===== config.mk =====
export PLATFORM = sky130hd
export DESIGN_NAME = lsu_mem_ctrl_flat
export DESIGN_NICKNAME = d
export VERILOG_FILES = /design/src/rtl/lsu_pkg.sv /design/src/rtl/lsu_mem_ctrl_if.sv /design/src/rtl/lsu_load_fmt.sv /design/src/rtl/lsu_mem_ctrl.sv /design/src/flat_wrapper.sv
export SDC_FILE = /design/constraint.sdc
export NUM_CORES = 1
export LEC_CHECK = 0
export BUFFER_PORTS_ARGS = -buffer_cell sky130_fd_sc_hd__buf_4
export CAP_MARGIN = 10
export CORE_MARGIN = 5
export CORE_UTILIZATION = 47
export CTS_CLUSTER_DIAMETER = 40
export DETAILED_ROUTE_END_ITERATION = 10
export GPL_ROUTABILITY_DRIVEN = 1
export PLACE_DENSITY = 0.79
export SLEW_MARGIN = 20
export SYNTH_ARGS = -nofsm -noshare
export SYNTH_HDL_FRONTEND = slang
export SYNTH_SLANG_ARGS = --single-unit

===== constraint.sdc =====
create_clock -name i_clk -period 2.4 [get_ports i_clk]
set_input_delay 0.48 -clock i_clk [delete_from_list [all_inputs] [get_ports i_clk]]
set_output_delay 0.48 -clock i_clk [all_outputs]
set_load 0.1 [all_outputs]

===== src/rtl/lsu_pkg.sv =====
// Shared definitions for the load/store unit: RV32I width/sign codes, the FSM
// state type and the access legality check.
package lsu_pkg;

    // funct3 width/sign codes (stores use the low three as SB/SH/SW)
    localparam logic [2:0] F3_B  = 3'b000;
    localparam logic [2:0] F3_H  = 3'b001;
    localparam logic [2:0] F3_W  = 3'b010;
    localparam logic [2:0] F3_BU = 3'b100;
    localparam logic [2:0] F3_HU = 3'b101;

    typedef enum logic [1:0] {
        IDLE,
        BUS,
        DONE
    } lsu_state_e;

    // True when funct3 is a valid code for this direction and the address is
    // naturally aligned for the access width.
    function automatic logic is_legal_access(input logic [2:0] funct3,
                                             input logic       wren,
                                             input logic [1:0] addr_lo);
        logic ok;
        case (funct3)
            F3_B:    ok = 1'b1;
            F3_H:    ok = ~addr_lo[0];
            F3_W:    ok = (addr_lo == 2'b00);
            F3_BU:   ok = ~wren;
            F3_HU:   ok = ~wren & ~addr_lo[0];
            default: ok = 1'b0;
        endcase
        return ok;
    endfunction

endpackage


===== src/rtl/lsu_mem_ctrl_if.sv =====
// Core-side and memory-side signal bundle of the load/store unit.
//   slave  : view used by lsu_mem_ctrl (takes core requests and memory
//            responses, drives stall/load result and the memory request).
//   master : view used by whatever drives the core and memory sides.
interface lsu_mem_ctrl_if #(
    parameter int unsigned ADDR_W = 32
) ();
    // core side
    logic              i_lsu_req;
    logic              i_lsu_wren;
    logic [ADDR_W-1:0] i_addr;
    logic [31:0]       i_st_data;
    logic [2:0]        i_funct3;
    logic              o_stall;
    logic [31:0]       o_ld_data;
    logic              o_ld_valid;
    logic              o_lsu_fault;
    logic              o_bus_err;
    // memory side
    logic              o_mem_req;
    logic              o_mem_we;
    logic [ADDR_W-1:0] o_mem_addr;
    logic [31:0]       o_mem_wdata;
    logic [3:0]        o_mem_be;
    logic              i_mem_ack;
    logic [31:0]       i_mem_rdata;

    modport slave (
        input  i_lsu_req, i_lsu_wren, i_addr, i_st_data, i_funct3, i_mem_ack, i_mem_rdata,
        output o_stall, o_ld_data, o_ld_valid, o_lsu_fault, o_bus_err,
        output o_mem_req, o_mem_we, o_mem_addr, o_mem_wdata, o_mem_be
    );

    modport master (
        output i_lsu_req, i_lsu_wren, i_addr, i_st_data, i_funct3, i_mem_ack, i_mem_rdata,
        input  o_stall, o_ld_data, o_ld_valid, o_lsu_fault, o_bus_err,
        input  o_mem_req, o_mem_we, o_mem_addr, o_mem_wdata, o_mem_be
    );

endinterface


===== src/rtl/lsu_load_fmt.sv =====
// Load result formatter: selects the addressed byte/half of a memory word and
// sign- or zero-extends it.
//   rdata   : raw word from memory
//   addr_lo : low two bits of the byte address
//   funct3  : load width/sign code
//   ld_data : extended 32-bit load result
module lsu_load_fmt
    import lsu_pkg::*;
(
    input  logic [31:0] rdata,
    input  logic [1:0]  addr_lo,
    input  logic [2:0]  funct3,
    output logic [31:0] ld_data
);

    logic [31:0] shifted;

    always_comb begin
        shifted = rdata >> {addr_lo, 3'b000};
        case (funct3)
            F3_B:    ld_data = {{24{shifted[7]}}, shifted[7:0]};
            F3_H:    ld_data = {{16{shifted[15]}}, shifted[15:0]};
            F3_BU:   ld_data = {24'h0, shifted[7:0]};
            F3_HU:   ld_data = {16'h0, shifted[15:0]};
            default: ld_data = shifted;
        endcase
    end

endmodule


===== src/rtl/lsu_mem_ctrl.sv =====
// Load/store unit between execute and a variable-latency data memory bus.
// Issues one bus transaction per legal request, stalls the core until the
// memory acks (or a timeout fires), and returns the formatted load result.
//   i_clk   : clock, all state on the rising edge
//   i_reset : synchronous active-high reset
//   bus     : core request/response and memory bus signals (slave view)
module lsu_mem_ctrl
    import lsu_pkg::*;
#(
    parameter int unsigned TIMEOUT_CYC = 16,
    parameter int unsigned ADDR_W      = 32
) (
    input  logic           i_clk,
    input  logic           i_reset,
    lsu_mem_ctrl_if.slave  bus
);

    localparam int unsigned    CNT_W      = (TIMEOUT_CYC > 1) ? $clog2(TIMEOUT_CYC) : 1;
    localparam bit             TIMEOUT_EN = (TIMEOUT_CYC != 0);
    localparam logic [CNT_W-1:0] CNT_LAST = TIMEOUT_EN ? CNT_W'(TIMEOUT_CYC - 1) : '0;

    lsu_state_e        state_q, state_d;
    logic [CNT_W-1:0]  cnt_q, cnt_d;
    logic              err_q, err_d;
    logic [31:0]       ld_data_q, ld_data_d;

    // Transaction latched at acceptance; drives the bus for the whole BUS phase.
    logic [ADDR_W-1:0] addr_q;
    logic [1:0]        addr_lo_q;
    logic [31:0]       wdata_q;
    logic [3:0]        be_q;
    logic [2:0]        f3_q;
    logic              wren_q;

    logic              req_legal;
    logic              accept;
    logic [31:0]       st_wdata;
    logic [3:0]        st_be;
    logic [31:0]       fmt_data;

    logic              stall, mem_req, ld_valid, lsu_fault, bus_err;

    assign req_legal = is_legal_access(bus.i_funct3, bus.i_lsu_wren, bus.i_addr[1:0]);

    // Store lane replication; loads carry no enables and no data.
    always_comb begin
        st_be    = 4'b0000;
        st_wdata = 32'h0;
        if (bus.i_lsu_wren) begin
            case (bus.i_funct3[1:0])
                2'b00: begin
                    st_be    = 4'b0001 << bus.i_addr[1:0];
                    st_wdata = {4{bus.i_st_data[7:0]}};
                end
                2'b01: begin
                    st_be    = bus.i_addr[1] ? 4'b1100 : 4'b0011;
                    st_wdata = {2{bus.i_st_data[15:0]}};
                end
                default: begin
                    st_be    = 4'b1111;
                    st_wdata = bus.i_st_data;
                end
            endcase
        end
    end

    lsu_load_fmt u_load_fmt (
        .rdata   (bus.i_mem_rdata),
        .addr_lo (addr_lo_q),
        .funct3  (f3_q),
        .ld_data (fmt_data)
    );

    always_comb begin
        state_d   = state_q;
        cnt_d     = cnt_q;
        err_d     = err_q;
        ld_data_d = ld_data_q;
        accept    = 1'b0;
        stall     = 1'b0;
        mem_req   = 1'b0;
        ld_valid  = 1'b0;
        lsu_fault = 1'b0;
        bus_err   = 1'b0;
        case (state_q)
            IDLE: begin
                if (bus.i_lsu_req && !i_reset) begin
                    if (req_legal) begin
                        accept  = 1'b1;
                        stall   = 1'b1;
                        cnt_d   = '0;
                        err_d   = 1'b0;
                        state_d = BUS;
                    end else begin
                        lsu_fault = 1'b1;
                    end
                end
            end
            BUS: begin
                mem_req = 1'b1;
                stall   = 1'b1;
                if (bus.i_mem_ack) begin
                    // ack beats a timeout landing in the same cycle
                    ld_data_d = fmt_data;
                    cnt_d     = '0;
                    state_d   = DONE;
                end else if (TIMEOUT_EN && (cnt_q == CNT_LAST)) begin
                    err_d     = 1'b1;
                    ld_data_d = 32'h0;
                    cnt_d     = '0;
                    state_d   = DONE;
                end else begin
                    cnt_d = cnt_q + 1'b1;
                end
            end
            DONE: begin
                // a request seen here belongs to the committing instruction
                ld_valid = ~wren_q;
                bus_err  = err_q;
                state_d  = IDLE;
            end
            default: state_d = IDLE;
        endcase
    end

    always_ff @(posedge i_clk) begin
        if (i_reset) begin
            state_q   <= IDLE;
            cnt_q     <= '0;
            err_q     <= 1'b0;
            ld_data_q <= 32'h0;
        end else begin
            state_q   <= state_d;
            cnt_q     <= cnt_d;
            err_q     <= err_d;
            ld_data_q <= ld_data_d;
        end
    end

    always_ff @(posedge i_clk) begin
        if (i_reset) begin
            addr_q    <= '0;
            addr_lo_q <= 2'b00;
            wdata_q   <= 32'h0;
            be_q      <= 4'b0000;
            f3_q      <= 3'b000;
            wren_q    <= 1'b0;
        end else if (accept) begin
            addr_q    <= {bus.i_addr[ADDR_W-1:2], 2'b00};
            addr_lo_q <= bus.i_addr[1:0];
            wdata_q   <= st_wdata;
            be_q      <= st_be;
            f3_q      <= bus.i_funct3;
            wren_q    <= bus.i_lsu_wren;
        end
    end

    assign bus.o_stall     = stall;
    assign bus.o_ld_data   = ld_data_q;
    assign bus.o_ld_valid  = ld_valid;
    assign bus.o_lsu_fault = lsu_fault;
    assign bus.o_bus_err   = bus_err;
    assign bus.o_mem_req   = mem_req;
    assign bus.o_mem_we    = wren_q;
    assign bus.o_mem_addr  = addr_q;
    assign bus.o_mem_wdata = wdata_q;
    assign bus.o_mem_be    = be_q;

endmodule


===== src/flat_wrapper.sv =====
// flat-port wrapper written by rule: the top's interface ports become plain ports
module lsu_mem_ctrl_flat import lsu_pkg::*;
#(
    parameter int unsigned TIMEOUT_CYC = 16,
    parameter int unsigned ADDR_W      = 32
)
  (i_clk, i_reset, bus_i_lsu_req, bus_i_lsu_wren, bus_i_addr, bus_i_st_data, bus_i_funct3, bus_i_mem_ack, bus_i_mem_rdata, bus_o_stall, bus_o_ld_data, bus_o_ld_valid, bus_o_lsu_fault, bus_o_bus_err, bus_o_mem_req, bus_o_mem_we, bus_o_mem_addr, bus_o_mem_wdata, bus_o_mem_be);
  lsu_mem_ctrl_if #(.ADDR_W(ADDR_W)) bus_i ();
  input  logic i_clk;
  input  logic i_reset;
  input wire logic [$bits(bus_i.i_lsu_req)-1:0] bus_i_lsu_req;
  input wire logic [$bits(bus_i.i_lsu_wren)-1:0] bus_i_lsu_wren;
  input wire logic [$bits(bus_i.i_addr)-1:0] bus_i_addr;
  input wire logic [$bits(bus_i.i_st_data)-1:0] bus_i_st_data;
  input wire logic [$bits(bus_i.i_funct3)-1:0] bus_i_funct3;
  input wire logic [$bits(bus_i.i_mem_ack)-1:0] bus_i_mem_ack;
  input wire logic [$bits(bus_i.i_mem_rdata)-1:0] bus_i_mem_rdata;
  output wire logic [$bits(bus_i.o_stall)-1:0] bus_o_stall;
  output wire logic [$bits(bus_i.o_ld_data)-1:0] bus_o_ld_data;
  output wire logic [$bits(bus_i.o_ld_valid)-1:0] bus_o_ld_valid;
  output wire logic [$bits(bus_i.o_lsu_fault)-1:0] bus_o_lsu_fault;
  output wire logic [$bits(bus_i.o_bus_err)-1:0] bus_o_bus_err;
  output wire logic [$bits(bus_i.o_mem_req)-1:0] bus_o_mem_req;
  output wire logic [$bits(bus_i.o_mem_we)-1:0] bus_o_mem_we;
  output wire logic [$bits(bus_i.o_mem_addr)-1:0] bus_o_mem_addr;
  output wire logic [$bits(bus_i.o_mem_wdata)-1:0] bus_o_mem_wdata;
  output wire logic [$bits(bus_i.o_mem_be)-1:0] bus_o_mem_be;
  assign bus_i.i_lsu_req = bus_i_lsu_req;
  assign bus_i.i_lsu_wren = bus_i_lsu_wren;
  assign bus_i.i_addr = bus_i_addr;
  assign bus_i.i_st_data = bus_i_st_data;
  assign bus_i.i_funct3 = bus_i_funct3;
  assign bus_i.i_mem_ack = bus_i_mem_ack;
  assign bus_i.i_mem_rdata = bus_i_mem_rdata;
  assign bus_o_stall = bus_i.o_stall;
  assign bus_o_ld_data = bus_i.o_ld_data;
  assign bus_o_ld_valid = bus_i.o_ld_valid;
  assign bus_o_lsu_fault = bus_i.o_lsu_fault;
  assign bus_o_bus_err = bus_i.o_bus_err;
  assign bus_o_mem_req = bus_i.o_mem_req;
  assign bus_o_mem_we = bus_i.o_mem_we;
  assign bus_o_mem_addr = bus_i.o_mem_addr;
  assign bus_o_mem_wdata = bus_i.o_mem_wdata;
  assign bus_o_mem_be = bus_i.o_mem_be;
  lsu_mem_ctrl #(.TIMEOUT_CYC(TIMEOUT_CYC), .ADDR_W(ADDR_W)) u_core (.i_clk(i_clk), .i_reset(i_reset), .bus(bus_i));
endmodule

==> run metrics <==
synthesis warning total 0; antenna violations before repair 0; RSZ-0062 raised after global routing false; end of the worst register-to-register path u_core.bus.o_ld_data[20]$_SDFFE_PP0P_; Worst Hold Depth 3; Rel. slew slack 46.6%; Synth top area share 46.5%; Synth Instances 499; sequential share of power 49.8%; DP Cell Count 819; hpwl dp 11.1 mm; via count 4,578; Min-Delay Endpoint u_core.bus.o_mem_addr[16]$_SDFFE_PP0P_; Worst Setup End Kind output pin; launching point of the worst reg2reg path u_core.state_q[0]$_SDFFE_PP0P_; Finished Cell Area 6710 um^2; met2 Use GR 37.9%; f_max 0.426 GHz; Post-Route Utilization 68.0%; Clock Path Buffers 2; Via-to-Cell Ratio 5.49; Commonest cells post-synth 111 x dfxtp_1, 86 x nand2_1, 58 x a21oi_1, 26 x mux2i_1, 23 x clkbuf_1; worst-path fanout max 5; Die Span X 111 um; CP arrival 1.87 ns; peak supply drop 0.000329 V; Total Neg Setup Slack 0 ns; number of flops mapped to enable cells by yosys 0; sequential share of the synthesized area 46.5%; final count of negative-setup-slack endpoints 0; CP Class in -> out; port buffer count 207; Startpoint Class input pin; outcome finished, final reports clean; row count 36; switching component of the power 1.19 mW; P_int 2.65 mW; GR peak layer met2; final period utilization 97.7%; WP data required 1.92 ns; met3 Usage GRT 7.42%; total CTS buffers 9; grt met1 use 28.7%; Synth area leader dfxtp_1; post-route ant nets 0; total power draw 3.83 mW; most frequent cell after synthesis dfxtp_1; area delta synth->final 40.5%; GPL Wtd Cong 0.814; largest net degree at the start of global routing 43; clock share of power 28.1%; HP Class in -> reg; Die H 111 um; Ports 210; DRC 0; Main synth FF type dfxtp_1; combinational share of power 22.1%; post-synth cell types 48; synthesis-stage register bit count 111; Max-Cap Viols 0; Root Buffer clkbuf_8; Final Hold Fails 0; ant diodes 0; switch share 31.0%; Slew @ Worst Pin 0.800 ns; power density cells 571 nW/um^2; Async SR Flop Fraction 0%; global route overflow 0; Post-Place Cell Area 6530 um^2; final std cells w/o fill 834; Clk Latency, worst-skew pair 0.37 ns; Tot GR Track Use 23.1%; flop-to-flop setup slack 0.36 ns; # nets final 802; Mapped Area 4780 um^2; max-slew violation count 0; First DRT Iteration DRCs 316; minimum clock period 2.35 ns; hold_buf cts 0; CTS tree done; drt wl/cell 17.5 um; Core ar. 9860 um^2; routed wire length 14.6 mm; Fin Clk Skew 0.0118 ns; H-tree levels 3; syn_area_per_cell 9.57 um^2; Clk pin slew, worst setup/hold paths 0.10 ns; Initial Util 48.4%; first-pass GRT wire length 23.5 mm; hold path start bus_i_addr[16]; CTS sink cnt 111; share of cells above drive strength 1 39.5%; number of global-route vias before repair 4,484; TritonRoute pass-1 iters 5; R2R cell count 6; Static Leak 2.86 nW; most area-consuming cells after synthesis dfxtp_1 47%, nand2_1 6.8%, a21oi_1 6.1%; die area 12,300 um^2
-- worst max-delay path, stage by stage --
cell and delay, ns:
buf_4 0.12, or4_1 0.63, a21o_1 0.25, o21ai_4 0.14
buf_6 0.24
-- cells in the final DEF, fill, tap and decap left out, types with 2 or more instances in the layout --
master / n
o2bb2ai_1: 22
buf_12: 2
a311oi_1: 2
buf_4: 228
clkinvlp_4: 2
clkbuf_8: 9
nor3b_2: 2
mux2i_1: 26
mux2_2: 14
clkbuf_1: 2
nand2b_1: 3
dfxtp_1: 111
nor3b_1: 2
clkinv_2: 2
or3_1: 3
mux4_2: 8
a21oi_1: 58
conb_1: 2
a22oi_1: 8
a22o_1: 16
o21ai_0: 16
a221o_1: 17
nand3_1: 7
or2_2: 2
nand3b_1: 8
nand2_1: 86
and3_1: 2
nor2b_1: 3
nor2_1: 14
-- per-stage QoR --
stage / setup slack (ns) / hold slack [ns]
after global routing: 0.0149 / 0.342
final: 0.0548 / 0.353
after detailed placement: -0.0269 / 0.448
after global placement: 0.00677 / 0.443
after floorplan: -0.0948 / 0.442
after CTS: 0.0529 / 0.346
-- worst max path at each step --
stage | from | to | slack [ns] | depth (start not counted)
after global routing | bus_i_funct3[0] | bus_o_stall | 0.01 | 5
final | bus_i_funct3[0] | bus_o_stall | 0.05 | 5
after detailed placement | bus_i_funct3[0] | u_core.bus.o_mem_addr[12]$_SDFFE_PP0P_ | -0.03 | 7
after CTS | bus_i_funct3[0] | bus_o_stall | 0.05 | 5
after floorplan | u_core.bus.o_mem_we$_SDFFE_PP0P_ | bus_o_ld_valid | -0.09 | 1
after global placement | bus_i_funct3[0] | bus_o_stall | 0.007 | 5
-- cell families (layout without fill, tap and decap cells) --
family / Yosys count / count (layout) / synth area share (%)
AOI/OAI and AO/OA: 151 / 151 / 22.4
and+or+nand+nor: 140 / 140 / 13.8
DFF: 111 / 111 / 46.5
adders and majority gates: 1 / 1 / 0.262
other: 1 / 2 / 0.0785
buffers and inverters: 47 / 248 / 4.35
muxes: 48 / 48 / 12.5
-- per-layer routing --
layer  vias up  wire, um
li1       2208         -
met1      2146      6070
met2       200      6850
met3        24      1340
met4         0       309
met5         -         0
-- what timing repair did --
| action | in CTS | in global routing |
|---|---|---|
| gates resized for setup | 1 | 0 |
| endpoints found under the setup margin | 1 | 0 |
| buffers inserted | 0 | 0 |
-- power by group through the flow --
stage / logic, mW / registers, mW / clock network, mW
finish: 0.847 / 1.91 / 1.08
global route: 0.890 / 1.92 / 1.19
CTS: 0.847 / 1.91 / 1.10
detailed placement: 0.844 / 1.95 / 0
global placement: 0.832 / 1.95 / 0
floorplan: 0.267 / 2.23 / 0
-- area by class of cell --
type / count / area [um^2]
clock buffers: 11 / 131
fillers: 789 / 3150
repair buffers: 231 / 1760
multi-input cells: 342 / 2370
well taps: 133 / 166
inverters: 2 / 11.3
flip-flops and latches: 111 / 2220
clock inverters: 4 / 47.5
-- flip-flops by register name (all words and copies together) (netlist names) --
| name | cells |
|---|---|
| u_core.addr_lo_q | 2 |
| u_core.bus.o_ld_data | 32 |
| u_core.bus.o_mem_addr | 30 |
| u_core.bus.o_mem_be | 4 |
| u_core.bus.o_mem_wdata | 32 |
| u_core.bus.o_mem_we | 1 |
| u_core.cnt_q | 4 |
| u_core.err_q | 1 |
| u_core.f3_q | 3 |
| u_core.state_q | 2 |
Power figures use the tool's default switching activity.
